`config.mk`:
```
export PLATFORM = sky130hd
export DESIGN_NAME = muldiv_hazard_ctrl
export DESIGN_NICKNAME = d
export VERILOG_FILES = /design/src/rtl/core_pkg.sv /design/src/rtl/muldiv_hazard_ctrl_load_use_detect.sv /design/src/rtl/muldiv_hazard_ctrl.sv
export SDC_FILE = /design/constraint.sdc
export NUM_CORES = 1
export LEC_CHECK = 0
export BUFFER_PORTS_ARGS = -buffer_cell sky130_fd_sc_hd__buf_2
export CORE_MARGIN = 10
export CORE_UTILIZATION = 47
export CTS_CLUSTER_DIAMETER = 60
export DETAILED_ROUTE_END_ITERATION = 10
export PLACE_DENSITY = 0.86
export REMOVE_ABC_BUFFERS = 1
export SKIP_CTS_REPAIR_TIMING = 1
export SLEW_MARGIN = 25
export SYNTH_ARGS = -nofsm -noshare
export SYNTH_HDL_FRONTEND = slang
export SYNTH_SLANG_ARGS = --single-unit
```
`constraint.sdc`:
```
create_clock -name clk -period 1.86 [get_ports clk]
set_input_delay 0.186 -clock clk [delete_from_list [all_inputs] [get_ports clk]]
set_output_delay 0.186 -clock clk [all_outputs]
set_load 0.1 [all_outputs]
```
`src/rtl/core_pkg.sv`:
```
// core_pkg: shared types and default constants for the execute-stage
// multiply/divide sequencing controller.
package core_pkg;

    typedef enum logic [1:0] {
        IDLE = 2'd0,
        WAIT = 2'd1,
        DONE = 2'd2
    } muldiv_state_t;

    typedef enum logic {
        OP_MUL = 1'b0,
        OP_DIV = 1'b1
    } muldiv_op_t;

    localparam int MUL_LAT_DEF = 2;
    localparam int DIV_LAT_DEF = 33;

endpackage

```
`src/rtl/muldiv_hazard_ctrl_load_use_detect.sv`:
```
// load_use_detect: combinational load-use hazard compare between the load
// sitting in EX and the source registers of the instruction in ID.
module load_use_detect (
    input  logic       memread,
    input  logic [4:0] rd,
    input  logic [4:0] rs1,
    input  logic [4:0] rs2,
    output logic       hazard
);

    // x0 is hardwired to zero, so a load into it never creates a dependency
    assign hazard = memread && (rd != 5'd0) && ((rd == rs1) || (rd == rs2));

endmodule

```
`src/rtl/muldiv_hazard_ctrl.sv`:
```
// muldiv_hazard_ctrl: issues multiply/divide ops to the multi-cycle units,
// freezes the pipe while they run, pulses ready to forwarding on completion
// and inserts a one-cycle bubble on load-use hazards.
// Optional build macro: MULDIV_DONE_HS_EN -- leave WAIT on the unit's
// mul_done/div_done handshake instead of the latency counter.
//
// state | meaning
// IDLE  | no op in flight; an EX mul/div issues here
// WAIT  | unit running, whole pipe frozen, counter ticking
// DONE  | result valid this cycle, ready pulse, pipe released
module muldiv_hazard_ctrl
    import core_pkg::*;
#(
    parameter int MUL_LAT = MUL_LAT_DEF,
    parameter int DIV_LAT = DIV_LAT_DEF
) (
    input  logic       clk,
    input  logic       rst,
    input  logic       ex_valid,
    input  logic       ex_mul_req,
    input  logic       ex_div_req,
    input  logic       flush,
    input  logic [4:0] IF_ID_rs1,
    input  logic [4:0] IF_ID_rs2,
    input  logic [4:0] ID_EX_rd,
    input  logic       ID_EX_memread,
    input  logic       mul_done,
    input  logic       div_done,
    output logic       mul_start,
    output logic       div_start,
    output logic       mul_ready,
    output logic       div_ready,
    output logic       stall_if,
    output logic       stall_id,
    output logic       stall_ex,
    output logic       bubble_ex,
    output logic       busy
);

    localparam int CW = $clog2(DIV_LAT + 1);
    localparam logic [CW-1:0] MUL_LOAD = CW'(MUL_LAT - 1);
    localparam logic [CW-1:0] DIV_LOAD = CW'(DIV_LAT - 1);
    localparam logic [CW-1:0] CNT_ONE  = CW'(1);

    muldiv_state_t state;
    muldiv_op_t    op_type;
    logic [CW-1:0] cnt;

    logic issue;
    logic wait_done;
    logic md_stall;
    logic hazard;
    logic lu_stall;

    load_use_detect u_load_use_detect (
        .memread (ID_EX_memread),
        .rd      (ID_EX_rd),
        .rs1     (IF_ID_rs1),
        .rs2     (IF_ID_rs2),
        .hazard  (hazard)
    );

    // Issue only from IDLE; the EX instruction is killed by a concurrent flush
    assign issue = !rst && (state == IDLE) && ex_valid
                   && (ex_mul_req || ex_div_req) && !flush;

`ifdef MULDIV_DONE_HS_EN
    // The unit tells us when it is finished; only the matching unit counts
    assign wait_done = (op_type == OP_MUL) ? mul_done : div_done;
`else
    // Fixed latency: the counter reaching 1 marks the last WAIT cycle
    assign wait_done = (cnt == CNT_ONE);
    logic unused_done;
    assign unused_done = mul_done ^ div_done;
`endif

    // Sequencing FSM, op-type record and latency down-counter
    always_ff @(posedge clk or posedge rst) begin
        if (rst) begin
            state   <= IDLE;
            op_type <= OP_MUL;
            cnt     <= '0;
        end else begin
            case (state)
                IDLE: begin
                    if (issue) begin
                        // Multiply wins when both requests are present
                        op_type <= ex_mul_req ? OP_MUL : OP_DIV;
                        cnt     <= ex_mul_req ? MUL_LOAD : DIV_LOAD;
                        state   <= WAIT;
                    end
                end
                WAIT: begin
                    // Saturate at 1 so a late handshake never wraps the count
                    if (cnt > CNT_ONE) begin
                        cnt <= cnt - CNT_ONE;
                    end
                    if (flush) begin
                        state <= IDLE;
                    end else if (wait_done) begin
                        state <= DONE;
                    end
                end
                DONE: begin
                    state <= IDLE;
                end
                default: begin
                    state <= IDLE;
                end
            endcase
        end
    end

    // Freeze the whole pipe from issue through WAIT; a flush releases it at once
    assign md_stall = issue || (!rst && (state == WAIT) && !flush);

    // Load-use bubble only when the mul/div freeze is not already holding the pipe
    assign lu_stall = !rst && hazard && !md_stall;

    assign mul_start = issue && ex_mul_req;
    assign div_start = issue && !ex_mul_req;

    assign mul_ready = !rst && (state == DONE) && (op_type == OP_MUL) && !flush;
    assign div_ready = !rst && (state == DONE) && (op_type == OP_DIV) && !flush;

    assign stall_if  = md_stall || lu_stall;
    assign stall_id  = md_stall || lu_stall;
    assign stall_ex  = md_stall;
    assign bubble_ex = lu_stall;

    assign busy = !rst && ((state == WAIT) || (state == DONE));

endmodule

```
Word level (Yosys, flattened, before mapping)
Index checks and enable logic that the tools add are counted.
Widths: inputs -> output; s select.
{"block": "totals", "register_bits": 9, "out_inout_bits": 9}
{"block": "classes", "n_addsub": 1, "order_cmp": 1, "eq_ne": 8, "n_mux": 9, "bitwise_logic": 1, "reduce_logical": 33}
{"cell": "$logic_and 1x1->1", "n": 18}
{"cell": "$mux 6", "n": 3}
{"cell": "$pmux 6 s2", "n": 1}
{"cell": "$eq 5x5->1", "n": 2}
{"cell": "$eq 6x1->1 const B", "n": 1}
{"cell": "$gt 6x1->1 const B", "n": 1}
{"cell": "$mux 2", "n": 3}
{"cell": "$sub 6x1->6 const B", "n": 1}
{"cell": "$logic_or 1x1->1", "n": 5}
{"cell": "$reduce_bool 5->1", "n": 1}
{"cell": "$logic_not 1->1", "n": 4}
{"cell": "$ne 2x2->1 const B", "n": 2}
{"cell": "$pmux 2 s2", "n": 1}
{"cell": "$reduce_and 2->1", "n": 2}
{"cell": "$ne 3x3->1 const B", "n": 1}
{"cell": "$reduce_and 3->1", "n": 1}
{"cell": "$eq 2x1->1 const B", "n": 1}
{"cell": "$eq 2x2->1 const B", "n": 1}
{"cell": "$logic_not 2->1", "n": 1}
{"cell": "$reduce_bool 2->1", "n": 1}
{"cell": "$mux 1", "n": 1}
{"cell": "$not 1->1", "n": 1}

Longest topological paths before layout
Gate-level depths: netlist of the first run.
{"block": "depth", "depth_word": 9, "mapped_depth": 7, "depth_no_buf": 6}

Modules after synthesis
Synthesis of the first run repeated with hierarchy kept, for this count alone.
{"block": "unflattened", "cells_unflattened": 96, "hier_area_um2": 812.0}
{"module": "muldiv_hazard_ctrl", "n_inst": 1, "cells_each": 79, "area_each_um2": 686.9}
{"module": "load_use_detect", "n_inst": 1, "cells_each": 17, "area_each_um2": 125.1}

Worst setup path before layout of the first run
OpenSTA, ideal clock, no wires.
{"block": "synth_path", "path_type": "register -> output", "startpoint": "register state[1]", "endpoint": "output bubble_ex", "arrival_time_ns": 4.460, "t_required_ns": 1.674, "path_slack_ns": -2.786, "path_stages_with_launch": 6, "n_path_buf": 0, "cell_sequence": "dfrtp_1 -> inv_1 -> ha_1 -> nand2b_1 -> o21ai_0 -> nor3_1"}
{"block": "synth_via", "elab_chain_len": 8}
{"item": "from (decl)", "line": "muldiv_hazard_ctrl.sv:45", "source": "muldiv_state_t state;"}
{"item": "from (signal assigned)", "line": "muldiv_hazard_ctrl.sv:80", "source": "state <= IDLE;"}
{"item": "from (signal assigned)", "line": "muldiv_hazard_ctrl.sv:90", "source": "state <= WAIT;"}
{"item": "from (signal assigned)", "line": "muldiv_hazard_ctrl.sv:99", "source": "state <= IDLE;"}
{"item": "$logic_not 2->1", "line": "muldiv_hazard_ctrl.sv:64", "source": "assign issue = !rst && (state == IDLE) && ex_valid"}
{"item": "$logic_and 1x1->1 (2 in series)", "line": "muldiv_hazard_ctrl.sv:64"}
{"item": "$logic_and 1x1->1 (2 in series)", "line": "muldiv_hazard_ctrl.sv:65", "source": "&& (ex_mul_req || ex_div_req) && !flush;"}
{"item": "$logic_or 1x1->1 *", "line": "muldiv_hazard_ctrl.sv:115", "source": "assign md_stall = issue || (!rst && (state == WAIT) && !flush);"}
{"item": "named net stall_ex", "line": "muldiv_hazard_ctrl.sv:35", "source": "output logic stall_ex,"}
{"item": "$logic_not 1->1 *", "line": "muldiv_hazard_ctrl.sv:118", "source": "assign lu_stall = !rst && hazard && !md_stall;"}
{"item": "$logic_and 1x1->1 *", "line": "muldiv_hazard_ctrl.sv:118"}
{"item": "to (decl)", "line": "muldiv_hazard_ctrl.sv:36", "source": "output logic bubble_ex,"}
The timed path passes the listed nets; every way through them passes the cells marked *.

Worst setup path after layout of the first run
{"block": "layout_path", "startpoint": "register state[1]", "endpoint": "output stall_id"}
{"block": "layout_via", "elab_chain_len": 9}
{"item": "$logic_not 2->1", "line": "muldiv_hazard_ctrl.sv:64"}
{"item": "$logic_and 1x1->1 (2 in series)", "line": "muldiv_hazard_ctrl.sv:64"}
{"item": "$logic_and 1x1->1 (2 in series)", "line": "muldiv_hazard_ctrl.sv:65"}
{"item": "$logic_or 1x1->1 *", "line": "muldiv_hazard_ctrl.sv:115"}
{"item": "$logic_not 1->1", "line": "muldiv_hazard_ctrl.sv:118"}
{"item": "$logic_and 1x1->1", "line": "muldiv_hazard_ctrl.sv:118"}
{"item": "$logic_or 1x1->1 *", "line": "muldiv_hazard_ctrl.sv:127", "source": "assign stall_id = md_stall || lu_stall;"}
{"item": "to (decl)", "line": "muldiv_hazard_ctrl.sv:34", "source": "output logic stall_id,"}
Mark *: on every way between the ends. The rest lies on a longest branch, timed or not.

==> results of run 1 <==
-- flip-flops by register name (all words and copies together) (netlist names) --
signal	cells
cnt	6
state	2
op_type	1
-- report_power, final --
group	total, mW	internal, mW	switching [mW]
combinational	1.39	0.553	0.842
clock	0.162	0.0832	0.0784
sequential	0.372	0.279	0.0926
total	1.93	0.916	1.01
-- kinds of logic (layout without fill, tap and decap cells) --
logic type | after synthesis | in the layout | share of synthesized area
simple gates | 33 | 33 | 0.222
compound gates | 26 | 26 | 0.244
buf+inv | 11 | 49 | 0.0621
xor+xnor | 10 | 10 | 0.104
flops | 9 | 9 | 0.266
fa+ha+maj | 6 | 6 | 0.0888
mux | 1 | 1 | 0.0133
-- stage by stage --
step           utilization  hold slack (ns)  cells
3_3_place_gp         0.663            0.246    153
6_report             0.722            0.246    159
2_1_floorplan            -           0.0221     93
3_5_place_dp         0.663            0.248    153
4_1_cts              0.678          -0.0433    157
5_1_grt              0.722            0.251    159
-- worst min-delay path, cell delays in order --
cell and delay [ns]:
buf_2 0.10, nand2b_4 0.13, a2bb2oi_1 0.06
-- final cells by class --
cell class,count,share of cell area
flip-flops and latches,9,0.183
multi-input cells,76,0.505
clock buffers,4,0.0213
well taps,25,0.0254
inverters,8,0.0243
repair buffers,37,0.241
-- worst max path at each step --
stage / from / cells past startpoint / slack, ns / end
after floorplan: state[1]$_DFFE_PP0P_ / 5 / -3.13 / stall_id
after global placement: state[1]$_DFFE_PP0P_ / 6 / 0.07 / stall_id
after detailed placement: state[0]$_DFFE_PP0P_ / 6 / -0.006 / stall_id
after CTS: state[0]$_DFFE_PP0P_ / 6 / -0.32 / stall_id
after global routing: state[1]$_DFFE_PP0P_ / 6 / -0.12 / stall_id
final: state[1]$_DFFE_PP0P_ / 6 / -0.02 / stall_id
-- layer usage --
metal | vias to the layer above | share of wire
met4 | 0 | 0.021
met2 | 18 | 0.60
li1 | 419 | -
met1 | 415 | 0.35
met3 | 7 | 0.032
met5 | - | 0
-- cells in the final DEF (no fill, tap or decap), drive strengths merged, types with 2 or more instances in the layout --
| master | synthesis | final |
|---|---|---|
| o31ai | 7 | 7 |
| inv | 8 | 8 |
| o21ai | 7 | 7 |
| nor2b | 4 | 4 |
| ha | 6 | 6 |
| a21oi | 4 | 4 |
| nand2 | 4 | 4 |
| or2 | 2 | 2 |
| nor3 | 6 | 6 |
| dfrtp | 9 | 9 |
| nor2 | 10 | 10 |
| buf | 2 | 35 |
| xor2 | 10 | 10 |
| nand2b | 2 | 2 |
| clkbuf | 1 | 5 |
==> results by group, run 1 <==
Status
  • Outcome: finished, violations left
  • Violated checks: negative setup slack

Worst setup path
  • Reg2Reg Capture Point: cnt[2]$_DFFE_PP0P_
  • CP required: 1.67 ns
  • Worst Setup End Kind: output pin
  • Cells along the critical path: inv_2 -> ha_2 -> nand2b_4 -> o21ai_2 -> o21bai_4 -> buf_12
  • Delay-heaviest family, CP: flip-flops
  • Reg-to-Reg Start: state[1]$_DFFE_PP0P_
  • CP Class: flip-flop to output pin
  • R2R Setup Slk: around 0.1 ns
  • Delay of the slowest cell on the worst path: 0.41 ns
  • Worst Reg-to-Reg Cells: 7
  • CP Launch Type: flip-flop
  • Slowest cell on crit path: dfrtp_1
  • CP Max Fanout: 3
  • CP bufs+invs: 2
  • CP arrival: 1.70 ns

GRT
  • Grt total ovfl: 0
  • Met1 usage: 0.118
  • GR Layer Usage met3: 0.0323
  • Overall Global Routing Usage: 0.122
  • Largest net degree at the start of global routing: 12
  • Grt peak-use layer: met2
  • Antenna violations before repair: 0
  • Vias in the first global route: 867
  • First-pass GRT wire length: 3.86 mm
  • Met2 Use GR: 0.227

Yosys
  • Post-Syn Instances: 96
  • FFs w/ async S/R, synth: 1.00
  • Prevailing post-synth register cell: dfrtp_1
  • Mapped Avg Cell Area: 8.81 sq um
  • Register area share after synthesis: 0.266
  • Synth unique cells: 36
  • Synthesized area: 846 sq um
  • Most common cell in the netlist: xor2_1
  • Yosys warning total: 0
  • Largest area contributor in the netlist: dfrtp_1
  • Post-synth top cells: 10 x xor2_1, 9 x dfrtp_1, 9 x nor2_1
  • Yosys top cell area share: 0.266
  • Synthesis-stage register bit count: 9
  • Synth area leaders: dfrtp_1 27%, xor2_1 10%, ha_1 8.9%, o31ai_1 5.3%, nor2_1 4.0%
  • Post-synth EDFFs: 0

Hold path
  • Worst Hold End: state[1]$_DFFE_PP0P_
  • Hold path cells: 3
  • Path category of the worst min-delay check: input port to flip-flop
  • Hold_sp: flush

CTS
  • CTS tree: done
  • Clock sink count: 9
  • Clk Latency, worst-skew pair: about 0.27 ns
  • Root Buffer: clkbuf_4
  • Max Root-Sink Buffers: 2
  • CTS Buf Count: 3
  • Clock transition at path regs: 0.07 ns
  • CTS H-Tree Depth: 1

Detailed routing
  • # DRC: 0
  • Vias: approximately 860
  • Pre-antenna DRT Iters: 4
  • Post-DR wirelength/cell: 16.7 um
  • Vias/cell: 5.40
  • 1st-iter DRT viols: 31
  • WL final: 2.66 mm
  • Post-route antenna net violation count: 0

STA
  • Tightest Pin Transition: approximately 0.52 ns
  • Fin. max-slew vios: 0
  • Worst slew margin: 0.648
  • RSZ-0062 raised after global routing: true
  • Clk_skew: between 0.002 and 0.003 ns
  • Final Hold Violating Endpoints: 0
  • Worst Slack Setup Final: -0.0233 ns
  • F_max: 0.531 GHz
  • Final Critical Period: around 1.9 ns
  • # setup viols final: 3
  • Final worst path period share: 1.01
  • Fin Setup TNS: -0.0568 ns

Final layout
  • Inserted Diodes: 0
  • Share of layout cells above drive strength 1: 0.455
  • Fin area: 0.00123 sq mm
  • Reg area: 225 sq um
  • Multi-input combinational cell area: around 620 sq um
  • Fill cells: about 130
  • Nets: 165
  • Area Overhead vs Synth: 45.9%

Power
  • P per Cell Area: 1560 mW/mm^2
  • Tot Pwr: 1.93 mW
  • Leakage: around 0.56 nW
  • Max IR drop VDD: approximately 1.2 mV

Floorplanning
  • I/O pin total: 33
  • Die height: ~62 um
  • DIE AREA: 0.00390 sq mm
  • Die width: 62.4 um
  • Starting density of the core: 0.495
  • Core area: 0.00171 sq mm
  • Std-Cell Rows: 15

Job
  • Max-cap violations: 0

Placed design
  • Detailed placer's ending HPWL: between 1.5 and 2 mm
  • DP Worst Slack: -0.00648 ns
  • Area after DPL: 0.00113 sq mm
  • # port buffers: 30
  • Gp weighted congestion: 0.896
Note: power is estimated with default switching activity, not from simulation.
==> inputs of run 2 (changes only) <==
==> constraint.sdc (replaced) <==
create_clock -name clk -period 1.86 [get_ports clk]
set_input_delay 0.186 -clock clk [delete_from_list [all_inputs] [get_ports clk]]
set_output_delay 0.186 -clock clk [all_outputs]
set_load 0.05 [all_outputs]
==> results by group, run 2 (same netlist as run 1, synthesis figures left out) <==
Detailed routing
  • 1st-iter DRT viols: 26
  • Pre-antenna DRT Iters: 4
  • Post-DR wirelength/cell: 15.5 um
  • Vias: 872
  • # DRC: 0
  • WL final: 2.50 mm
  • Post-route antenna net violation count: 0
  • WL met2: 1.48 mm
  • Wire length on met1: 871 um
  • Highest Signal Layer: met4
  • Routed length on met3: 107 um
  • Vias/cell: 5.42

Power
  • Sw Share: 0.483
  • Tot Pwr: approximately 1.8 mW
  • Internal power: approximately 940 uW
  • Leakage: ~0.56 nW
  • Net Sw Power: 883 uW
  • P per Cell Area: approximately 1500 mW/mm^2
  • Clock power frac: 0.081
  • Gate power share: 0.708
  • Max IR drop VDD: approximately 1.1 mV
  • Sequential power share: 0.211

Final layout
  • Share of layout cells above drive strength 1: 0.471
  • Nets: 167
  • Max reg flops: 6
  • Inserted Diodes: 0
  • Fin area: 0.00120 sq mm
  • Top Registers: cnt: 6 flops, state: 2 flops, op_type: 1 flops
  • Most flops, register: cnt
  • Most frequent cells in the layout: 25 x buf_2, 10 x xor2_1, 10 x buf_4, 9 x dfrtp_1, 8 x nor2_1
  • Commonest non-fill, non-tap cell in the layout: buf_2
  • Fill cells: 112
  • Area Overhead vs Synth: 41.7%

Worst setup path
  • Cells along the critical path: inv_2 -> ha_4 -> nand4_1 -> buf_4 -> nor2_2 -> buf_6
  • CP Max Fanout: 6
  • Slowest cell on crit path: dfrtp_1
  • Delay-heaviest family, CP: buffers and inverters
  • CP startpoint: state[0]$_DFFE_PP0P_
  • CP arrival: 1.59 ns
  • R2R Setup Slk: around 0.16 ns
  • CP required: 1.67 ns
  • CP bufs+invs: 3
  • CP Class: flip-flop to output pin
  • Worst Setup End Kind: output pin
  • Reg-to-Reg Start: cnt[5]$_DFFE_PP0P_
  • Delay of the slowest cell on the worst path: 0.43 ns
  • CP Launch Type: flip-flop

STA
  • Fin. max-slew vios: 0
  • Final Critical Period: around 1.8 ns
  • Tightest Pin Transition: 0.484 ns
  • # setup viols final: 0
  • Clk_skew: 0.00481 ns
  • WHS: 0.265 ns
  • Final Hold Violating Endpoints: 0
  • F_max: ~0.56 GHz
  • Worst slew margin: 0.674
  • Final worst path period share: 0.955

CTS
  • Root Buffer: clkbuf_4
  • Clk Latency, worst-skew pair: between 0.2 and 0.3 ns
  • Clock transition at path regs: 0.06 ns
  • CTS Buf Count: 3
  • Max Root-Sink Buffers: 2
  • CTS H-Tree Depth: 1
  • Clock sink count: 9
  • CTS tree: done

GRT
  • Grt total ovfl: 0
  • Antenna violations before repair: 0
  • Overall Global Routing Usage: 0.121
  • Largest net degree at the start of global routing: 11
  • Vias in the first global route: ~900
  • First-pass GRT wire length: between 3 and 4 mm

Placed design
  • Gp weighted congestion: 0.844
  • # port buffers: 30
  • Detailed placer's ending HPWL: 1.93 mm
  • Area after DPL: 0.00104 sq mm

Hold path
  • Path category of the worst min-delay check: input port to flip-flop
  • Hold_sp: flush

Status
  • Outcome: completed

Floorplanning
  • Std-Cell Rows: 15
  • Die width: 62.4 um
  • I/O pin total: 33
  • Starting density of the core: 0.495
  • DIE AREA: 0.00390 sq mm
  • Core area: about 0.0017 sq mm
  • Die height: 62.4 um

Job
  • Max-cap violations: 0
run 2: cell type report:
cell class,count,area (sq um),area share
Clock buffer,4,26.3,0.0219
Inverter,8,30.0,0.0251
Multi-Input combinational cell,76,634,0.529
Sequential cell,9,225,0.188
Tap cell,25,31.3,0.0261
Timing Repair Buffer,39,251,0.210
run 2: tightest hold or removal path: cells and delay by family:
| kind | cells | cell delay [ns] |
|---|---|---|
| compound gates | 1 | 0.06 |
| buf+inv | 1 | 0.10 |
| simple gates | 1 | 0.14 |
run 2: per-stage QoR:
stage,setup slack (ns),util,std cells,TNS (ns)
2_1_floorplan,-1.34,-,93,-4.30
3_3_place_gp,0.137,0.610,153,0
3_5_place_dp,0.0617,0.610,153,0
4_1_cts,-0.225,0.626,157,-0.784
5_1_grt,-0.0160,0.702,161,-0.0573
6_report,0.0841,0.702,161,0
run 2: worst paths after layout:
path / end / cells after the start
setup / recovery: mul_start / 6
hold / removal: state[1]$_DFFE_PP0P_ / 3
setup reg to reg: state[0]$_DFFE_PP0P_ / 4
hold reg to reg: op_type$_DFFE_PP0P_ / 2
max in group asynchronous: cnt[3]$_DFFE_PP0P_ / 4
min in group asynchronous: cnt[5]$_DFFE_PP0P_ / 4
run 2: per-layer routing:
layer  track usage  vias up
li1              -      419
met1         0.119      421
met2         0.231       26
met3        0.0358        6
met4        0.0419        0
met5             0        -
run 2: power groups by stage:
| stage | sequential (mW) | combinational [mW] | clock [mW] |
|---|---|---|---|
| floorplan | 0.352 | 0.797 | 0 |
| global placement | 0.363 | 1.02 | 0 |
| detailed placement | 0.369 | 1.06 | 0 |
| CTS | 0.367 | 1.07 | 0.155 |
| global route | 0.394 | 1.41 | 0.166 |
| finish | 0.385 | 1.29 | 0.148 |
==> inputs of run 3 (changes only) <==
--- a/config.mk
+++ b/config.mk
@@ -5,12 +5,13 @@
 export SDC_FILE = /design/constraint.sdc
 export NUM_CORES = 1
 export LEC_CHECK = 0
+export ABC_AREA = 1
 export BUFFER_PORTS_ARGS = -buffer_cell sky130_fd_sc_hd__buf_2
 export CORE_MARGIN = 10
-export CORE_UTILIZATION = 47
+export CORE_UTILIZATION = 49
 export CTS_CLUSTER_DIAMETER = 60
 export DETAILED_ROUTE_END_ITERATION = 10
-export PLACE_DENSITY = 0.86
+export PLACE_DENSITY = 0.88
 export REMOVE_ABC_BUFFERS = 1
 export SKIP_CTS_REPAIR_TIMING = 1
 export SLEW_MARGIN = 25
==> results by group, run 3 <==
Status
  • Outcome: completed

Yosys
  • Largest area contributor in the netlist: dfrtp_1
  • Prevailing post-synth register cell: dfrtp_1
  • Synth area leaders: dfrtp_1 25%, nand2_1 22%, inv_1 11%, ha_1 8.2%, nor2_1 8.2%
  • Mapped Avg Cell Area: 6.12 sq um
  • Yosys warning total: 0
  • Synthesis-stage register bit count: 9
  • Most common cell in the netlist: nand2_1
  • Register area share after synthesis: 0.247
  • Post-synth top cells: 54 x nand2_1, 26 x inv_1, 20 x nor2_1
  • Synth unique cells: 22
  • FFs w/ async S/R, synth: 1.00
  • Synthesized area: 912 sq um
  • Post-Syn Instances: 149
  • Post-synth EDFFs: 0
  • Yosys top cell area share: 0.247

Detailed routing
  • Vias/cell: between 5 and 6
  • WL final: 2.87 mm
  • # DRC: 0
  • Post-DR wirelength/cell: 13.2 um
  • Vias: 1,095
  • 1st-iter DRT viols: 75
  • Post-route antenna net violation count: 0
  • Pre-antenna DRT Iters: 4

STA
  • Final worst path period share: 0.984
  • Final Critical Period: between 1.5 and 2 ns
  • # setup viols final: 0
  • Clk_skew: 0.000413 ns
  • Tightest Pin Transition: roughly 0.25 ns
  • Fin. max-slew vios: 0
  • F_max: 0.547 GHz
  • Final Hold Violating Endpoints: 0
  • Worst slew margin: 0.834
  • WHS: ~0.28 ns

Placed design
  • Detailed placer's ending HPWL: 1.91 mm
  • # port buffers: 30
  • Placed insts: 205
  • Gp weighted congestion: between 0.8 and 0.9

Worst setup path
  • CP Max Fanout: 3
  • CP arrival: 1.64 ns
  • CP Launch Type: flip-flop
  • Worst Setup End Kind: output pin
  • CP required: 1.67 ns
  • CP Class: flip-flop to output pin

GRT
  • Grt total ovfl: 0
  • Largest net degree at the start of global routing: 10
  • Vias in the first global route: 929
  • First-pass GRT wire length: 3.97 mm
  • Antenna violations before repair: 0
  • Overall Global Routing Usage: 0.119

Job
  • Max-cap violations: 0

Final layout
  • Top Registers: cnt: 6 flops, state: 2 flops, op_type: 1 flops
  • Fill cells: ~130
  • Max reg flops: 6
  • Most flops, register: cnt
  • Commonest non-fill, non-tap cell in the layout: nand2_1
  • Most frequent cells in the layout: 53 x nand2_1, 25 x buf_2, 23 x inv_1, 19 x nor2_1, 12 x buf_4
  • Post-route insts no fill: 218
  • Area Overhead vs Synth: 38.5%
  • Share of layout cells above drive strength 1: 0.321
  • Inserted Diodes: 0
  • Nets: 224

CTS
  • Root Buffer: clkbuf_4
  • CTS H-Tree Depth: 1
  • Clk Latency, worst-skew pair: 0.27 ns
  • Clock sink count: 9
  • Max Root-Sink Buffers: 2
  • CTS tree: done
  • CTS Buf Count: 3
  • Clock transition at path regs: 0.06 ns

Hold path
  • Path category of the worst min-delay check: input port to flip-flop

Floorplanning
  • Die width: ~63 um
  • Die height: 63.1 um
  • DIE AREA: 0.00399 sq mm
  • Starting density of the core: 0.523
  • Std-Cell Rows: 15
  • Core area: between 0.0015 and 0.002 sq mm
  • I/O pin total: 33

Power
  • Leakage: 0.754 nW
  • Tot Pwr: about 1.8 mW
  • Max IR drop VDD: 0.665 mV
  • P per Cell Area: 1390 mW/mm^2
run 3: cell count changes after synthesis, moves of 3 or more:
cell     change
nand2_1     +50
inv_1       +18
nor2_1      +11
xor2_1       -8
o31ai_1      -6
nand3_1      +4
nor2b_1      -4
nor2_2       +3
nor3_1       -3
xnor2_1      +3
run 3: worst paths after layout:
check / cells after the start / end / slack, ns / start
min in group asynchronous: 4 / op_type$_DFFE_PP0P_ / 0.54 / rst
setup reg to reg: 11 / cnt[5]$_DFFE_PP0P_ / 0.30 / state[1]$_DFFE_PP0P_
max in group asynchronous: 4 / cnt[5]$_DFFE_PP0P_ / 1.19 / rst
hold / removal: 5 / cnt[0]$_DFFE_PP0P_ / 0.28 / ex_mul_req
setup / recovery: 9 / stall_id / 0.03 / state[1]$_DFFE_PP0P_
hold reg to reg: 2 / cnt[1]$_DFFE_PP0P_ / 0.53 / cnt[1]$_DFFE_PP0P_
run 3: kinds of logic after synthesis:
logic type,share of synthesized area
xor gates and xnor gates,0.0480
buffers and inverters,0.128
and+or+nand+nor,0.412
AOI/OAI and AO/OA,0.0837
DFF,0.247
adders and majority gates,0.0823
run 3: layout make-up:
class | count | area (sq um) | area share
well taps | 25 | 31.3 | 0.0248
clock buffers | 4 | 26.3 | 0.0208
inverters | 29 | 109 | 0.0861
flip-flops and latches | 9 | 225 | 0.178
repair buffers | 41 | 259 | 0.205
multi-input cells | 110 | 613 | 0.485
run 3: power by group:
group | switching [mW] | internal, mW | total, mW
registers | 0.0882 | 0.281 | 0.369
logic | 0.752 | 0.483 | 1.24
clock network | 0.0744 | 0.0831 | 0.158
run 3: layer usage:
metal / vias up / GRT usage / share of wire
li1: 535 / - / -
met1: 504 / 0.135 / 0.40
met2: 48 / 0.193 / 0.49
met3: 8 / 0.0283 / 0.070
met4: 0 / 0.0810 / 0.034
met5: - / 0 / 0
run 3: critical path, stage by stage (launching register included):
cell and delay (ns):
dfrtp_1 0.40, inv_2 0.12, ha_4 0.16, inv_2 0.05, nor2_4 0.09, inv_2 0.06
o21ai_4 0.18, inv_2 0.05, nand2_2 0.09, buf_6 0.17
run 3: through the flow:
step / area [sq um] / TNS [ns] / utilization / setup WS [ns]
2_1_floorplan: 905 / -1.24 / - / -0.480
3_3_place_gp: 1100 / 0 / 0.631 / 0.209
3_5_place_dp: 1100 / 0 / 0.631 / 0.151
4_1_cts: 1130 / -0.442 / 0.646 / -0.144
5_1_grt: 1260 / -0.114 / 0.724 / -0.0376
6_report: 1260 / 0 / 0.724 / 0.0307
